$ cat src/rtl/polar_result_fifo.sv
// polar_result_fifo
//   Capture stage for the CORDIC rectangular-to-polar converter. Every cycle
//   in which the converter strobes i_aux under i_ce, one magnitude/phase pair
//   is written into a small first-word-fall-through FIFO. A consumer drains it
//   through a valid/ready handshake. Samples that arrive while the FIFO is
//   full and not being drained are dropped: this sets a sticky overflow flag
//   and bumps a saturating 16-bit drop counter.
//
// Ports
//   i_clk, i_reset_n     clock (rising edge), asynchronous active-low reset
//   i_ce, i_aux          write strobe = i_ce & i_aux
//   i_mag, i_phase       sample written on an accepted push
//   i_clr                synchronous flush; clears pointers, level and status
//   i_ready              consumer ready
//   o_valid              head entry available
//   o_mag, o_phase       head entry, combinational; 0 when empty
//   o_level              occupancy 0..DEPTH
//   o_full, o_empty      occupancy flags
//   o_overflow           sticky, a sample was dropped
//   o_drop_count         number of dropped samples, saturating at 16'hFFFF
module polar_result_fifo #(
  parameter int MAG_W = 12,
  parameter int PH_W  = 19,
  parameter int DEPTH = 8,
  parameter int AW    = 3
) (
  input  logic             i_clk,
  input  logic             i_reset_n,
  input  logic             i_ce,
  input  logic             i_aux,
  input  logic [MAG_W-1:0] i_mag,
  input  logic [PH_W-1:0]  i_phase,
  input  logic             i_clr,
  input  logic             i_ready,
  output logic             o_valid,
  output logic [MAG_W-1:0] o_mag,
  output logic [PH_W-1:0]  o_phase,
  output logic [AW:0]      o_level,
  output logic             o_full,
  output logic             o_empty,
  output logic             o_overflow,
  output logic [15:0]      o_drop_count
);

  localparam int DW = MAG_W + PH_W;
  localparam logic [AW:0] FULL_LEVEL = (AW+1)'(DEPTH);

  logic [DW-1:0] mem [DEPTH];
  logic [AW-1:0] rd_ptr;
  logic [AW-1:0] wr_ptr;
  logic [AW:0]   level;
  logic          overflow;
  logic [15:0]   drop_count;

  logic          push_req;
  logic          pop;
  logic          push;
  logic          drop;
  logic [DW-1:0] head;

  assign o_valid = (level != '0);
  assign o_empty = (level == '0);
  assign o_full  = (level == FULL_LEVEL);

  assign push_req = i_ce & i_aux;
  assign pop      = o_valid & i_ready;
  // A pop in the same cycle frees the slot the push will occupy, so a full
  // FIFO that is being drained still accepts the incoming sample.
  assign push     = push_req & (~o_full | pop);
  assign drop     = push_req & o_full & ~pop;

  assign head    = mem[rd_ptr];
  assign o_mag   = o_valid ? head[DW-1:PH_W] : '0;
  assign o_phase = o_valid ? head[PH_W-1:0]  : '0;

  assign o_level      = level;
  assign o_overflow   = overflow;
  assign o_drop_count = drop_count;

  // Storage is deliberately not reset; pointers and level define validity.
  always_ff @(posedge i_clk) begin
    if (push && !i_clr) begin
      mem[wr_ptr] <= {i_mag, i_phase};
    end
  end

  always_ff @(posedge i_clk or negedge i_reset_n) begin
    if (!i_reset_n) begin
      rd_ptr     <= '0;
      wr_ptr     <= '0;
      level      <= '0;
      overflow   <= 1'b0;
      drop_count <= '0;
    end else if (i_clr) begin
      rd_ptr     <= '0;
      wr_ptr     <= '0;
      level      <= '0;
      overflow   <= 1'b0;
      drop_count <= '0;
    end else begin
      if (push) begin
        wr_ptr <= wr_ptr + AW'(1);
      end
      if (pop) begin
        rd_ptr <= rd_ptr + AW'(1);
      end
      if (push && !pop) begin
        level <= level + (AW+1)'(1);
      end else if (pop && !push) begin
        level <= level - (AW+1)'(1);
      end
      if (drop) begin
        overflow <= 1'b1;
        if (drop_count != '1) begin
          drop_count <= drop_count + 16'd1;
        end
      end
    end
  end

endmodule

$ cat config.mk
export PLATFORM = sky130hd
export DESIGN_NAME = polar_result_fifo
export DESIGN_NICKNAME = d
export VERILOG_FILES = /design/src/rtl/polar_result_fifo.sv
export SDC_FILE = /design/constraint.sdc
export NUM_CORES = 1
export LEC_CHECK = 0
export ABC_AREA = 1
export CAP_MARGIN = 20
export CORE_ASPECT_RATIO = 0.9
export CORE_UTILIZATION = 60
export CTS_CLUSTER_DIAMETER = 40
export CTS_CLUSTER_SIZE = 12
export DETAILED_ROUTE_END_ITERATION = 8
export GPL_ROUTABILITY_DRIVEN = 0
export PLACE_DENSITY_LB_ADDON = 0.15
export SLEW_MARGIN = 20
export SYNTH_ARGS = -nofsm -noshare
export SYNTH_HDL_FRONTEND = slang
export SYNTH_SLANG_ARGS = --single-unit
$ cat constraint.sdc
create_clock -name i_clk -period 4.7 [get_ports i_clk]
set_clock_uncertainty 0.15 [all_clocks]
set_input_delay 0.94 -clock i_clk [delete_from_list [all_inputs] [get_ports i_clk]]
set_output_delay 0.94 -clock i_clk [all_outputs]
set_load 0.005 [all_outputs]
# Word level (Yosys, flattened, before mapping)

Memories as Yosys holds them, arrays and structs flattened.
Cells that the tools add are included.

Flip-flop bits (word level): 27
Bits in writable memories: 248
Input bits: 37
Output and inout port bits: 55
Word-level logic and storage cells: 51
Memories: 1

Memories:

| name | depth | bits a word | read ports | clocked after Yosys merged registers in | write ports | line | source |
|---|---|---|---|---|---|---|---|
| mem  | 8     | 31          | 1          | 0                                       | 1           | 48   | `logic [DW-1:0] mem [DEPTH];` |

Add/sub/neg operators: 5
Eq/ne operators: 2
Muxes and demuxes: 16
Bitwise gates (word level): 8
Reduce and logical (&&, ||, !) cells: 14

Operator list:

| kind                  | count |
|---|---|
| $mux 16               | 3 |
| $mux 19               | 1 |
| $add 16x1->16 const B | 1 |
| $ne 16x16->1 const B  | 1 |
| $mux 12               | 1 |
| $mux 3                | 4 |
| $mux 4                | 3 |
| $reduce_bool 2->1     | 4 |
| $add 3x1->3 const B   | 2 |
| $and 1x1->1           | 5 |
| $add 4x1->4 const B   | 1 |
| $eq 4x4->1 const B    | 1 |
| $logic_not 4->1       | 1 |
| $mux 1                | 4 |
| $reduce_bool 4->1     | 1 |
| $sub 4x1->4 const B   | 1 |
| $logic_and 1x1->1     | 3 |
| $logic_not 1->1       | 3 |
| $reduce_bool 3->1     | 1 |
| $not 1->1             | 2 |
| $reduce_and 2->1      | 1 |
| $or 1x1->1            | 1 |

# Longest topological paths before layout

Gate-level depths: netlist of the first run.

Word-level depth: 9
Gate-level depth with buffers: 13

# Least setup slack after synthesis of the first run

Ideal clock, no wire load.

Path kind: input port to flip-flop
Start point: input i_ce
End point: memory mem[0][0] (netlist name) (enable)
Arrival: 2.761 ns
Data required time: 4.131 ns
Path slack: 1.370 ns
Stages on the path: 6
Path through: nand2_1 -> inv_1 -> nand2_1 -> nor2_1 -> nand2_1 -> nor2_1

Longest elaborated chain between the ends: 5

Ends and longest elaborated chain:

| element                      | line | source |
|---|---|---|
| start, declared              | 29   | `input logic i_ce,` |
| $and 1x1->1                  | 65   | `assign push_req = i_ce & i_aux;` |
| $and 1x1->1                  | 69   | `assign push = push_req & (~o_full \| pop);` |
| $logic_and 1x1->1            | 82   | `if (push && !i_clr) begin` |
| $mux 1                       | 82   |  |
| $mux 1 (not written as such) | 83   | `mem[wr_ptr] <= {i_mag, i_phase};` |
| end, declared                | 48   |  |

No other way between the ends.

# Worst setup path in the final report of the first run

Start point: register rd_ptr[1]
End point: output o_phase[4]

Longest elaborated chain between the ends: 2

Ends and longest elaborated chain:

| element                | line | source |
|---|---|---|
| start, declared        | 49   | `logic [AW-1:0] rd_ptr;` |
| start signal, assigned | 105  | `rd_ptr <= rd_ptr + AW'(1);` |
| $mem_v2 8x31           | --   |  |
| $mux 19                | 74   | `assign o_phase = o_valid ? head[PH_W-1:0] : '0;` |
| end, declared          | 37   | `output logic [PH_W-1:0] o_phase,` |

No other way between the ends.

==> results.yml, run 1 <==
sta:
  tightest_slew_ns: 1.08
  fmax_mhz: 244
  setup_viol: 0
  timing.setup.tns_ns: 0
  worst_slack_ns: 0.604
  relSlewSlack_pct: 28.3
  hold_viol: 0
  slew_viol_final: 0
  fin_crit_ns: 4.10
  whs_ns: 0.364
  rsz0062_at_grt: "no"
  timing.final.crit_share_pct: 87.2
worst_setup_path:
  worstPathRequired_ns: 3.61
  end_kind: "output port"
  cp-start-kind: "flip-flop"
  reg2reg_slack_ns: 1.63
  slowest_delay_ns: 1.07
  cp_slowest_cell: "dfrtp_2"
  critical_path.top_delay_family: "flip-flops"
  path_buf_inv: 2
  path_cells: "buf_4 -> o21ai_0 -> o211ai_1 -> nand2_1 -> nor2_1 -> clkdlybuf4s50_1"
  cp.arrival_ns: 3.01
  path_class: "reg -> out"
  worstPathMaxFanout: 60
finish:
  finalNonFillerCells: 1344
  fill_cells: 1227
  diodes: 0
  fin_nets: 1118
  drive_gt1_share_pct: 8.28
  area_growth_pct: 19.8
clock_network:
  cts_tree: "yes"
  cts_buffers: 34
  clkLatencyLatePin_ns: 0.49
  cts_resized: 0
  cts_buffer_depth: 3
  hold_buffers: 0
  cts.clk_slew.worst_paths_ns: 0.05
  post_cts_buffers: 0
  cts_sinks: 275
  cts_root_buf: "clkbuf_16"
  h-tree-depth: 2
synthesis:
  synth-main-ff-cell: "edfxtp_1"
  synth_edf_count: 248
  syn_area_um2: 11400
  ys_types: 31
  synth_top_area_cell: "edfxtp_1"
  synth-seq-cells: 275
  ys_top_cells_by_area: "edfxtp_1 (65%), nor2_1 (8.1%), dfrtp_1 (5.9%), o21ai_0 (5.7%), nand2_1 (3.9%)"
  yosysSeqAreaShare_pct: 71.2
  synth_cells: 980
  yosys.cell_count.top_type: "edfxtp_1"
  synth-async-reset-ratio_pct: 9.82
  yosysTopAreaCellShare_pct: 65.3
  yosysWarnings: 0
  syn_nets: 1023
  netlist_top_cells_count: "edfxtp_1 (248), nor2_1 (246), o21ai_0 (131)"
  avgSynthCellArea_um2: 11.6
routing:
  drt_pass1_iterations: 5
  post_drt_wl_per_cell_um: 18.0
  antenna_left: 0
  wirelength_um: 24200
  drtIter0Drc: 579
  drc: 0
  routed_via_density: 5.71
  via_count: 7675
power:
  power_density_nw_per_um2: 522
  p_leak_uw: 0.00481
  totalPowerFinal_uw: 7140
  ir_worst_vdd_uv: 365
grt:
  grt.total_usage_pct: 25.4
  grt_remaining_overflow: 0
  antenna_found_initial: 0
  grt_pass1_wl_um: 38100
  first_global_vias: 7268
  grt_max_degree: 126
floorplanning:
  io_pins: 92
  fp.coreArea_um2: 18500
  num_rows: 47
  initial_core_util_pct: 61.6
  die-width_um: 147
  die_h_um: 133
  fp.dieArea_um2: 19600
status:
  status: "finished clean"
placement:
  dpl.hpwl_um: 13100
  post-place-ws_ns: 1.17
  port_buffers: 91
  post-place-cells: 1284
job:
  cap_violations: 0
hold_path:
  hold_path_class: "reg -> reg"
## layout by cell type, fill, tap and decap left out, types with 3 or more instances in the layout
cell type        count
ha_1                 5
edfxtp_1           248
nor2_2               3
clkbuf_16           37
nand4_1             14
o211ai_1            31
clkinv_2             3
o22ai_1             31
a21oi_1              6
nor2_4              10
dfrtp_1             24
nand2_2              3
nor2_1             238
inv_1               22
o21ai_0            131
clkbuf_1            14
clkinv_1             5
buf_4               20
clkdlybuf4s50_1     91
nand2_1            120
nand3_1             14
o21bai_1             4
xor2_1               5
## cell type report
cell class / instances / area, µm² / share of cell area (%)
clock buffers: 51 / 978 / 7.16
clock inverters: 9 / 47.5 / 0.348
inverters: 26 / 100 / 0.732
multi-input cells: 625 / 3000 / 22.0
flip-flops and latches: 275 / 8130 / 59.5
well taps: 245 / 307 / 2.24
repair buffers: 113 / 1100 / 8.06
## stage by stage
stage	util, %	cell area (µm²)
2_1_floorplan	-	11400
3_3_place_gp	68.2	12600
6_report	73.8	13700
3_5_place_dp	68.2	12600
5_1_grt	73.8	13700
4_1_cts	73.8	13700
## state kept, by name (all words and copies together) (netlist names)
signal / cells
rd_ptr: 3
o_level: 4
mem: 248
o_overflow: 1
o_drop_count: 16
wr_ptr: 3
## metal layers
metal	share of wire [%]	vias up	GRT usage [%]
met1	43	3656	36.1
met2	47	302	39.5
met5	0	-	0
li1	-	3668	-
met4	2.2	0	7.56
met3	8.3	49	6.00
## kinds of logic after synthesis
| logic type | Yosys count | synth area share [%] |
|---|---|---|
| AND/OR/NAND/NOR | 409 | 14.5 |
| flip-flops | 275 | 71.2 |
| AO/OA/AOI/OAI | 204 | 10.1 |
| buffers and inverters | 80 | 2.99 |
| XOR/XNOR | 6 | 0.461 |
| adder cells (fa/ha/maj) | 6 | 0.724 |
## worst min-delay path: stages, from the launching register on
cell,delay [ns]
dfrtp_1,0.37
inv_1,0.05
a21oi_1,0.05
## where the power goes
group | leakage (µW) | internal [µW] | total, µW | switching (µW)
logic | 0.00172 | 849 | 1970 | 1120
clock network | 0.000489 | 1440 | 2360 | 925
registers | 0.00260 | 2710 | 2810 | 96.4
total | 0.00481 | 5000 | 7140 | 2140
## final timing paths
kind / from / cells after the start / end
setup reg to reg: o_level[1] / 13 / o_level[3]
hold reg to reg: o_overflow / 2 / o_overflow
hold / removal: o_overflow / 2 / o_overflow
setup / recovery: rd_ptr[1] / 6 / o_phase[4]
max in group asynchronous: i_reset_n / 2 / rd_ptr[0]
min in group asynchronous: i_reset_n / 1 / o_level[0]
Power figures use the tool's default switching activity.
==> run 2: changes to the inputs <==
- CTS_BUF_LIST: not set -> sky130_fd_sc_hd__clkbuf_16
- RECOVER_POWER: not set -> 50
==> results.yml, run 2 (synthesized netlist as in run 1, its figures left out) <==
floorplanning:
  initial_core_util_pct: 61.6
  die_h_um: 133
  die-width_um: 147
  io_pins: 92
  fp.coreArea_um2: 18500
  num_rows: 47
  fp.dieArea_um2: 19600
grt:
  grtUsageMet3_pct: 6.00
  first_global_vias: 7266
  grt.total_usage_pct: 25.4
  use_met2_pct: 39.5
  grt_util_met1_pct: 36.1
  grt_max_degree: 126
  antenna_found_initial: 1
  grt_pass1_wl_um: 38100
  grt_remaining_overflow: 0
  grt_most_used_layer: "met2"
power:
  totalPowerFinal_uw: 7090
  seq_power_share_pct: 39.6
  power_frac_clock_pct: 32.9
  power_density_nw_per_um2: 520
  p_switching_uw: 2140
  combPwrFrac_pct: 27.5
  sw_frac_of_total_pct: 30.1
  ir_worst_vdd_uv: 365
  p_leak_uw: 0.00488
  internal_power_uw: 4960
finish:
  largest-register: "mem"
  largest_register_ffs: 248
  area_growth_pct: 19.5
  fin_nets: 1118
  layout_common_cells: "edfxtp_1 (248), nor2_1 (241), o21ai_0 (131), nand2_1 (121), clkdlybuf4s50_1 (53)"
  layout_commonest_cell: "edfxtp_1"
  fill_cells: 1235
  final_core_util_pct: 73.6
  drive_gt1_share_pct: 7.73
sta:
  relSlewSlack_pct: 23.6
  timing.setup.tns_ns: 0
  rsz0062_at_grt: "no"
  slew_viol_final: 0
  setup_viol: 0
  timing.final.crit_share_pct: 87.3
  hold_viol: 0
  fin_crit_ns: 4.10
  tightest_slew_ns: 1.14
  fmax_mhz: 244
worst_setup_path:
  path_buf_inv: 2
  cp_slowest_cell: "dfrtp_2"
  path_cells: "buf_4 -> o21ai_0 -> o211ai_1 -> nand2_1 -> nor2_1 -> clkdlybuf4s50_1"
  worstPathMaxFanout: 60
  slowest_delay_ns: 1.08
  cp-start-kind: "flip-flop"
  worstPathRequired_ns: 3.61
  path_class: "reg -> out"
  end_kind: "output port"
  cp.arrival_ns: 3.01
  critical_path.top_delay_family: "flip-flops"
status:
  status: "finished clean"
placement:
  dpl.hpwl_um: 13100
  port_buffers: 91
clock_network:
  h-tree-depth: 2
  cts_sinks: 275
  cts_root_buf: "clkbuf_16"
  cts_tree: "yes"
  post_cts_buffers: 0
  cts_buffer_depth: 3
  clkLatencyLatePin_ns: 0.49
  cts.clk_slew.worst_paths_ns: 0.05
  cts_buffers: 34
  hold_buffers: 0
  cts_resized: 0
routing:
  drc: 0
  drtIter0Drc: 638
  via_count: 7690
  antenna_left: 0
  post_drt_wl_per_cell_um: 18.0
  wirelength_um: 24200
  routed_via_density: 5.72
  drt_pass1_iterations: 5
job:
  cap_violations: 0
hold_path:
  hold_path_class: "reg -> reg"
==> run 2: layer usage <==
metal | vias to the layer above | wire length [µm]
li1 | 3668 | -
met1 | 3667 | 10500
met2 | 308 | 11400
met3 | 47 | 1830
met4 | 0 | 510
met5 | - | 0
==> run 2: cell type report <==
class                      instances  area (µm²)  area share [%]
sequential                       275        8130            59.6
tap                              245         307            2.25
multi-input combinational        625        2970            21.8
timing repair buffer             113        1100            8.05
clock buffer                      37         926            6.79
clock inverter                    23         100           0.734
antenna                            1        2.50          0.0184
inverter                          26         100           0.734
==> run 2: worst paths after layout <==
check,from,to,slack [ns],depth (start not counted)
min in group asynchronous,i_reset_n,o_level[0],0.74,1
setup reg to reg,o_level[1],o_level[3],1.46,13
hold / removal,o_overflow,o_overflow,0.36,2
setup / recovery,rd_ptr[1],o_phase[4],0.60,6
max in group asynchronous,i_reset_n,rd_ptr[0],2.43,2
hold reg to reg,o_overflow,o_overflow,0.36,2
==> run 2: stage by stage <==
step | worst slack (ns) | std cells | hold WS [ns] | instance area (µm²)
4_1_cts | 0.614 | 1344 | 0.370 | 13700
3_3_place_gp | 1.16 | 1284 | 0.359 | 12600
5_1_grt | 0.401 | 1345 | 0.386 | 13600
3_5_place_dp | 1.17 | 1284 | 0.362 | 12600
6_report | 0.595 | 1345 | 0.361 | 13600
2_1_floorplan | 1.37 | 980 | 0.360 | 11400
==> run 2: power groups by stage <==
stage	combinational [µW]	sequential [µW]	clock, µW
after global placement	1920	2850	0
final	1950	2810	2330
after CTS	1970	2810	2360
after floorplan	1130	2790	0
after global routing	2180	2810	2460
after detailed placement	1960	2850	0
==> run 2: tightest hold or removal path: cells and delay by family, from the launching register on <==
family | cells | cell delay, ns
flops | 1 | 0.37
buf+inv | 1 | 0.05
compound gates | 1 | 0.05
